==> src/rtl/vectrex_pkg.sv <==
// Shared types and constants for the Vectrex cartridge loader.
// Holds the loader state encoding, bus widths and default timing values.
package vectrex_pkg;

    localparam int CART_ADDR_W    = 15;
    localparam int IOCTL_ADDR_W   = 25;
    localparam int TIMER_W        = 23;
    localparam int SKIP_DELAY_DEF = 5000000;
    localparam int PULSE_LEN_DEF  = 1000;

    typedef enum logic [1:0] {
        ST_IDLE   = 2'd0,
        ST_LOAD   = 2'd1,
        ST_SETTLE = 2'd2,
        ST_PULSE  = 2'd3
    } cart_load_state_t;

    // Widen a contiguous low-order mask by one bit.
    function automatic logic [CART_ADDR_W-1:0] mask_grow(input logic [CART_ADDR_W-1:0] m);
        return {m[CART_ADDR_W-2:0], 1'b1};
    endfunction

endpackage

==> src/rtl/cart_load_ctrl_if.sv <==
// HPS ioctl download channel plus the cartridge write/control outputs of the loader.
// master = ioctl/HPS side driving downloads, slave = the loader.
interface cart_load_ctrl_if;
    import vectrex_pkg::*;

    logic                    ioctl_download;
    logic                    ioctl_wr;
    logic [IOCTL_ADDR_W-1:0] ioctl_addr;
    logic [7:0]              ioctl_dout;
    logic                    skip_logo;
    logic                    cart_wr;
    logic [CART_ADDR_W-1:0]  cart_addr;
    logic [7:0]              cart_data;
    logic [CART_ADDR_W-1:0]  cart_mask;
    logic                    oversize;
    logic                    load_reset;
    logic                    busy;

    modport master (
        output ioctl_download, ioctl_wr, ioctl_addr, ioctl_dout, skip_logo,
        input  cart_wr, cart_addr, cart_data, cart_mask, oversize, load_reset, busy
    );

    modport slave (
        input  ioctl_download, ioctl_wr, ioctl_addr, ioctl_dout, skip_logo,
        output cart_wr, cart_addr, cart_data, cart_mask, oversize, load_reset, busy
    );

endinterface

==> src/rtl/cart_skip_timer.sv <==
// Loadable down-counter with zero flag, shared by the settle and pulse phases.
// Latency: load visible next cycle; no backpressure, counting stops at zero.
module cart_skip_timer
    import vectrex_pkg::*;
#(
    parameter int W = TIMER_W
) (
    input  logic         clk_sys,
    input  logic         reset,
    input  logic         load,
    input  logic [W-1:0] load_val,
    input  logic         en,
    output logic         zero
);

    logic [W-1:0] count;

    always_ff @(posedge clk_sys) begin
        if (reset) begin
            count <= '0;
        end else if (load) begin
            count <= load_val;
        end else if (en && count != '0) begin
            count <= count - W'(1);
        end
    end

    assign zero = (count == '0);

endmodule

==> src/rtl/cart_load_ctrl.sv <==
// Qualifies ioctl cartridge writes, tracks the address mask and sequences core reset.
// Latency: all outputs registered, 1 cycle after the input cycle; no backpressure (ioctl cannot stall).
module cart_load_ctrl
    import vectrex_pkg::*;
#(
    parameter int SKIP_DELAY = SKIP_DELAY_DEF,
    parameter int PULSE_LEN  = PULSE_LEN_DEF
) (
    input  logic             clk_sys,
    input  logic             reset,
    cart_load_ctrl_if.slave  bus
);

    localparam logic [TIMER_W-1:0] SETTLE_LD = TIMER_W'(SKIP_DELAY - PULSE_LEN - 1);
    localparam logic [TIMER_W-1:0] PULSE_LD  = TIMER_W'(PULSE_LEN - 1);

    cart_load_state_t   state;
    logic               dl_q;
    logic               dl_rise;
    logic               dl_fall;
    logic               addr_hi_nz;
    logic               wr_ok;
    logic               wr_over;
    logic               grow;
    logic               tmr_load;
    logic [TIMER_W-1:0] tmr_val;
    logic               tmr_en;
    logic               tmr_zero;

    assign dl_rise    = bus.ioctl_download & ~dl_q;
    assign dl_fall    = ~bus.ioctl_download & dl_q;
    assign addr_hi_nz = |bus.ioctl_addr[IOCTL_ADDR_W-1:CART_ADDR_W];
    assign wr_ok      = bus.ioctl_wr & bus.ioctl_download & ~addr_hi_nz;
    assign wr_over    = bus.ioctl_wr & bus.ioctl_download & addr_hi_nz;
    assign grow       = wr_ok & (|(bus.ioctl_addr[CART_ADDR_W-1:0] & ~bus.cart_mask));

    // Timer reloads coincide with the state transition so each phase starts on the same edge.
    always_comb begin
        tmr_load = 1'b0;
        tmr_val  = '0;
        if (state == ST_LOAD && dl_fall && bus.skip_logo) begin
            tmr_load = 1'b1;
            tmr_val  = SETTLE_LD;
        end else if (state == ST_SETTLE && !dl_rise && tmr_zero) begin
            tmr_load = 1'b1;
            tmr_val  = PULSE_LD;
        end
    end

    assign tmr_en = (state == ST_SETTLE || state == ST_PULSE) && !dl_rise && !tmr_load;

    cart_skip_timer #(.W(TIMER_W)) u_timer (
        .clk_sys  (clk_sys),
        .reset    (reset),
        .load     (tmr_load),
        .load_val (tmr_val),
        .en       (tmr_en),
        .zero     (tmr_zero)
    );

    always_ff @(posedge clk_sys) begin
        if (reset) begin
            state          <= ST_IDLE;
            dl_q           <= 1'b0;
            bus.cart_wr    <= 1'b0;
            bus.cart_addr  <= '0;
            bus.cart_data  <= '0;
            bus.cart_mask  <= '0;
            bus.oversize   <= 1'b0;
            bus.load_reset <= 1'b0;
            bus.busy       <= 1'b0;
        end else begin
            dl_q        <= bus.ioctl_download;
            bus.cart_wr <= wr_ok;
            if (wr_ok) begin
                bus.cart_addr <= bus.ioctl_addr[CART_ADDR_W-1:0];
                bus.cart_data <= bus.ioctl_dout;
            end

            // A new download start wins over any write landing in the same cycle.
            if (dl_rise) begin
                bus.cart_mask <= '0;
                bus.oversize  <= 1'b0;
            end else begin
                if (grow)    bus.cart_mask <= mask_grow(bus.cart_mask);
                if (wr_over) bus.oversize  <= 1'b1;
            end

            case (state)
                ST_IDLE: begin
                    if (dl_rise) begin
                        state          <= ST_LOAD;
                        bus.load_reset <= 1'b1;
                        bus.busy       <= 1'b1;
                    end
                end
                ST_LOAD: begin
                    if (dl_fall) begin
                        state          <= bus.skip_logo ? ST_SETTLE : ST_IDLE;
                        bus.load_reset <= 1'b0;
                        bus.busy       <= bus.skip_logo;
                    end
                end
                ST_SETTLE: begin
                    if (dl_rise) begin
                        state          <= ST_LOAD;
                        bus.load_reset <= 1'b1;
                    end else if (tmr_zero) begin
                        state          <= ST_PULSE;
                        bus.load_reset <= 1'b1;
                    end
                end
                ST_PULSE: begin
                    if (dl_rise) begin
                        state <= ST_LOAD;
                    end else if (tmr_zero) begin
                        state          <= ST_IDLE;
                        bus.load_reset <= 1'b0;
                        bus.busy       <= 1'b0;
                    end
                end
                default: begin
                    state          <= ST_IDLE;
                    bus.load_reset <= 1'b0;
                    bus.busy       <= 1'b0;
                end
            endcase
        end
    end

endmodule

==> src/flat_wrapper.sv <==
// flat-port wrapper written by rule: the top's interface ports become plain ports
module cart_load_ctrl_flat import vectrex_pkg::*;
#(
    parameter int SKIP_DELAY = SKIP_DELAY_DEF,
    parameter int PULSE_LEN  = PULSE_LEN_DEF
)
  (clk_sys, reset, bus_ioctl_download, bus_ioctl_wr, bus_ioctl_addr, bus_ioctl_dout, bus_skip_logo, bus_cart_wr, bus_cart_addr, bus_cart_data, bus_cart_mask, bus_oversize, bus_load_reset, bus_busy);
  cart_load_ctrl_if bus_i ();
  input  logic clk_sys;
  input  logic reset;
  input wire logic [$bits(bus_i.ioctl_download)-1:0] bus_ioctl_download;
  input wire logic [$bits(bus_i.ioctl_wr)-1:0] bus_ioctl_wr;
  input wire logic [$bits(bus_i.ioctl_addr)-1:0] bus_ioctl_addr;
  input wire logic [$bits(bus_i.ioctl_dout)-1:0] bus_ioctl_dout;
  input wire logic [$bits(bus_i.skip_logo)-1:0] bus_skip_logo;
  output wire logic [$bits(bus_i.cart_wr)-1:0] bus_cart_wr;
  output wire logic [$bits(bus_i.cart_addr)-1:0] bus_cart_addr;
  output wire logic [$bits(bus_i.cart_data)-1:0] bus_cart_data;
  output wire logic [$bits(bus_i.cart_mask)-1:0] bus_cart_mask;
  output wire logic [$bits(bus_i.oversize)-1:0] bus_oversize;
  output wire logic [$bits(bus_i.load_reset)-1:0] bus_load_reset;
  output wire logic [$bits(bus_i.busy)-1:0] bus_busy;
  assign bus_i.ioctl_download = bus_ioctl_download;
  assign bus_i.ioctl_wr = bus_ioctl_wr;
  assign bus_i.ioctl_addr = bus_ioctl_addr;
  assign bus_i.ioctl_dout = bus_ioctl_dout;
  assign bus_i.skip_logo = bus_skip_logo;
  assign bus_cart_wr = bus_i.cart_wr;
  assign bus_cart_addr = bus_i.cart_addr;
  assign bus_cart_data = bus_i.cart_data;
  assign bus_cart_mask = bus_i.cart_mask;
  assign bus_oversize = bus_i.oversize;
  assign bus_load_reset = bus_i.load_reset;
  assign bus_busy = bus_i.busy;
  cart_load_ctrl #(.SKIP_DELAY(SKIP_DELAY), .PULSE_LEN(PULSE_LEN)) u_core (.clk_sys(clk_sys), .reset(reset), .bus(bus_i));
endmodule
==> config.mk <==
export PLATFORM = sky130hd
export DESIGN_NAME = cart_load_ctrl_flat
export DESIGN_NICKNAME = d
export VERILOG_FILES = /design/src/rtl/vectrex_pkg.sv /design/src/rtl/cart_load_ctrl_if.sv /design/src/rtl/cart_skip_timer.sv /design/src/rtl/cart_load_ctrl.sv /design/src/flat_wrapper.sv
export SDC_FILE = /design/constraint.sdc
export NUM_CORES = 1
export LEC_CHECK = 0
export ABC_AREA = 1
export BUFFER_PORTS_ARGS = -buffer_cell sky130_fd_sc_hd__buf_2
export CAP_MARGIN = 20
export CORE_MARGIN = 1.5
export CORE_UTILIZATION = 49
export DETAILED_ROUTE_END_ITERATION = 7
export GPL_TIMING_DRIVEN = 0
export PLACE_DENSITY = 0.8
export SETUP_SLACK_MARGIN = 0.2
export SLEW_MARGIN = 20
export SYNTH_ARGS = -nofsm -noshare
export SYNTH_HDL_FRONTEND = slang
export SYNTH_SLANG_ARGS = --single-unit
==> constraint.sdc <==
create_clock -name clk_sys -period 1.7 [get_ports clk_sys]
set_clock_uncertainty 0.1 [all_clocks]
set_input_delay 0.085 -clock clk_sys [delete_from_list [all_inputs] [get_ports clk_sys]]
set_output_delay 0.085 -clock clk_sys [all_outputs]
set_load 0.02 [all_outputs]
==> results.ini <==
[synth]
synth-edff-count = 0
ys_seq_area_frac = 0.392
ys.flop_type = dfxtp_1
syn_area_um2 = 3480
ys_warn_count = 0
async_flop_share = 0
synth_fp_nets = 577
synth.avg_cell_area_um2 = 6.48
synthCells = 537
synth_cell_types = 33
synth_seq_cells = 68

[critical_path]
worst-r2r-cell-count = 9
cp_max_fo = 8
timing_worst_setup_path_type = reg -> reg
critPathRequiredTime_ns = 1.86
worstSetupStartpointType = register
arrival_ns = 1.89
cp-end-kind = register

[cells_and_area]
fillers = 482
finalNetCount = 727
fin_util = 0.762
diodes = 0
drive_above_1_share = 0.402
area.growth.synth_to_final_pct = 49.7

[floorplan]
die-area_um2 = 7610
die_x_um = 87.2
coreArea_um2 = 6830
boundaryPins = 80
rows = 30
start_util = 0.509
fp.dieH_um = 87.2

[worst_hold_path]
worstHoldPathType = in -> reg
whs_path_depth = 4

[global_route]
grt_pass1_wl_um = 16800
grt_max_degree = 13
antenna_found_initial = 0
grt_remaining_overflow = 0
grt_usage = 0.282
grt_pass1_vias = 3791

[cts]
cts_buffers = 9
clock_latency_ns = 0.37
ctsHtreeMaxLevel = 3
numClockSinks = 68
clockRootBuffer = clkbuf_8
tritoncts = done
clock_path_buffers = 2
cts.clk_slew.worst_paths_ns = 0.08

[place]
post-dp-hpwl_um = 6500
pre_cts_slack_ns = -0.0986
port_buffers = 78
gp_congestion = 0.880

[timing]
setup_ws_ns = -0.0264
slew_headroom = 0.649
clock.fmax_mhz = 579
period_needed_ns = 1.73
finalHoldViolations = 0
drv_slew = 0
rsz0062_at_grt = true
period_share = 1.02
setup_viol = 2
worstMarginPinSlew_ns = 0.525

[route]
drc = 0
antenna_left = 0
viasPerCell = 5.29
wl_per_cell_um = 14.6
drt_wl_total_um = 11500
drt_iter0_drc = 269
dr.pass1.iters = 5
num_vias = 4166

[power_and_ir_drop]
power_leakage_nw = 2.57
vdd_ir_drop_max_mv = 0.514
p_per_area_nw_per_um2 = 719

[status]
status = complete, but fails checks
violations = setup timing

[job]
cap_violations = 0

-- metrics by stage --
step	setup TNS, ns	std cells	total power, mW	cell area, um^2	hold slack, ns
after floorplan	0	537	2.03	3550	0.102
after global placement	-0.217	711	2.15	4070	0.235
after detailed placement	-0.589	711	2.16	4070	0.241
after CTS	0	771	3.59	4820	0.00816
after global routing	-0.933	788	3.87	5200	0.0808
final	-0.0474	788	3.74	5200	0.000811
-- state kept, by name, indices dropped and copies added (netlist names) --
register / cells
u_core.bus.busy: 1
u_core.bus.cart_addr: 15
u_core.bus.cart_data: 8
u_core.bus.cart_mask: 15
u_core.bus.cart_wr: 1
u_core.bus.load_reset: 1
u_core.bus.oversize: 1
u_core.dl_q: 1
u_core.state: 2
u_core.u_timer.count: 23
-- report_power, final --
| group | internal (mW) | leakage, nW | total [mW] | switching (mW) |
|---|---|---|---|---|
| Combinational | 0.329 | 1.91 | 0.761 | 0.432 |
| Sequential | 1.60 | 0.569 | 1.63 | 0.0267 |
| Clock | 0.678 | 0.0970 | 1.36 | 0.677 |
| Total | 2.61 | 2.57 | 3.74 | 1.14 |
-- cell families after synthesis --
| family | after synthesis | synth area share |
|---|---|---|
| buf+inv | 80 | 0.0943 |
| flops | 68 | 0.392 |
| simple gates | 329 | 0.417 |
| xor+xnor | 3 | 0.00756 |
| fa+ha+maj | 2 | 0.00720 |
| compound gates | 55 | 0.0820 |
-- cell usage after synthesis, types with 2 or more instances --
library cell,n,area share
nand3_4,2,0.010
nor2_4,4,0.013
nor2_2,7,0.013
buf_4,2,0.0043
nand4_1,14,0.025
buf_2,4,0.0058
xor2_1,2,0.0050
o21a_1,3,0.0065
o21ai_0,11,0.016
buf_6,2,0.0065
ha_1,2,0.0072
inv_2,6,0.0065
a21oi_1,35,0.050
clkbuf_1,7,0.0076
nor2_1,104,0.11
nand3_1,18,0.026
dfxtp_1,68,0.39
nand2_1,164,0.18
o21ai_1,5,0.0072
inv_1,59,0.064
nor3_1,3,0.0043
nand2_2,4,0.0072
-- worst max-delay path: stages, from the launching register on --
cell	delay [ns]
dfxtp_4	0.37
nor2_4	0.16
nand2_4	0.09
nor2_4	0.17
nand4_4	0.22
nand3_4	0.17
buf_6	0.15
nand2_2	0.07
nand2_2	0.07
nor2_1	0.04
-- cells in the final DEF, fill, tap and decap left out, types with 2 or more instances in the layout --
cell / n
a21oi_1: 31
a21oi_2: 4
buf_2: 82
buf_4: 29
buf_6: 11
clkbuf_1: 7
clkbuf_8: 9
clkinv_2: 2
dfxtp_1: 36
dfxtp_2: 20
dfxtp_4: 12
dlygate4sd3_1: 24
ha_4: 2
inv_1: 51
inv_2: 9
inv_4: 6
nand2_1: 140
nand2_2: 21
nand2_4: 7
nand3_1: 10
nand3_2: 6
nand3_4: 4
nand4_1: 14
nor2_1: 76
nor2_2: 15
nor2_4: 24
nor3_1: 3
o21a_1: 3
o21ai_0: 4
o21ai_1: 8
o21ai_2: 4
xor2_1: 2
-- per-layer routing --
layer,GRT usage,up-vias,wire length [um]
met5,0,-,0
met3,0.0550,63,758
met2,0.481,203,5830
met4,0.154,0,536
met1,0.330,1925,4410
li1,-,1975,-
-- area by class of cell --
| class | instances | area, um^2 | share of cell area |
|---|---|---|---|
| Buffer | 15 | 92.6 | 0.0178 |
| Tap cell | 96 | 120 | 0.0231 |
| Clock inverter | 6 | 62.6 | 0.0120 |
| Inverter | 65 | 256 | 0.0493 |
| Clock buffer | 10 | 128 | 0.0245 |
| Multi-Input combinational cell | 389 | 2170 | 0.417 |
| Timing Repair Buffer | 139 | 942 | 0.181 |
| Sequential cell | 68 | 1430 | 0.275 |
-- final timing paths --
kind                        endpoint  slack (ns)               startpoint
max          u_core.u_timer.count[4]       -0.03  u_core.u_timer.count[4]
min              u_core.bus.oversize      0.0008             bus_ioctl_wr
max reg2reg  u_core.u_timer.count[4]       -0.03  u_core.u_timer.count[4]
min reg2reg    u_core.bus.load_reset        0.35    u_core.bus.load_reset
-- what timing repair did --
| action | CTS | global route |
|---|---|---|
| gates cloned | 2 | 0 |
| hold endpoints to repair | 24 | 0 |
| setup endpoints to repair | 36 | 43 |
| pin swaps | 24 | 42 |
| buffers inserted | 18 | 17 |
| resized for setup | 61 | 81 |
| hold buffers | 24 | 0 |
Power figures use the tool's default switching activity.
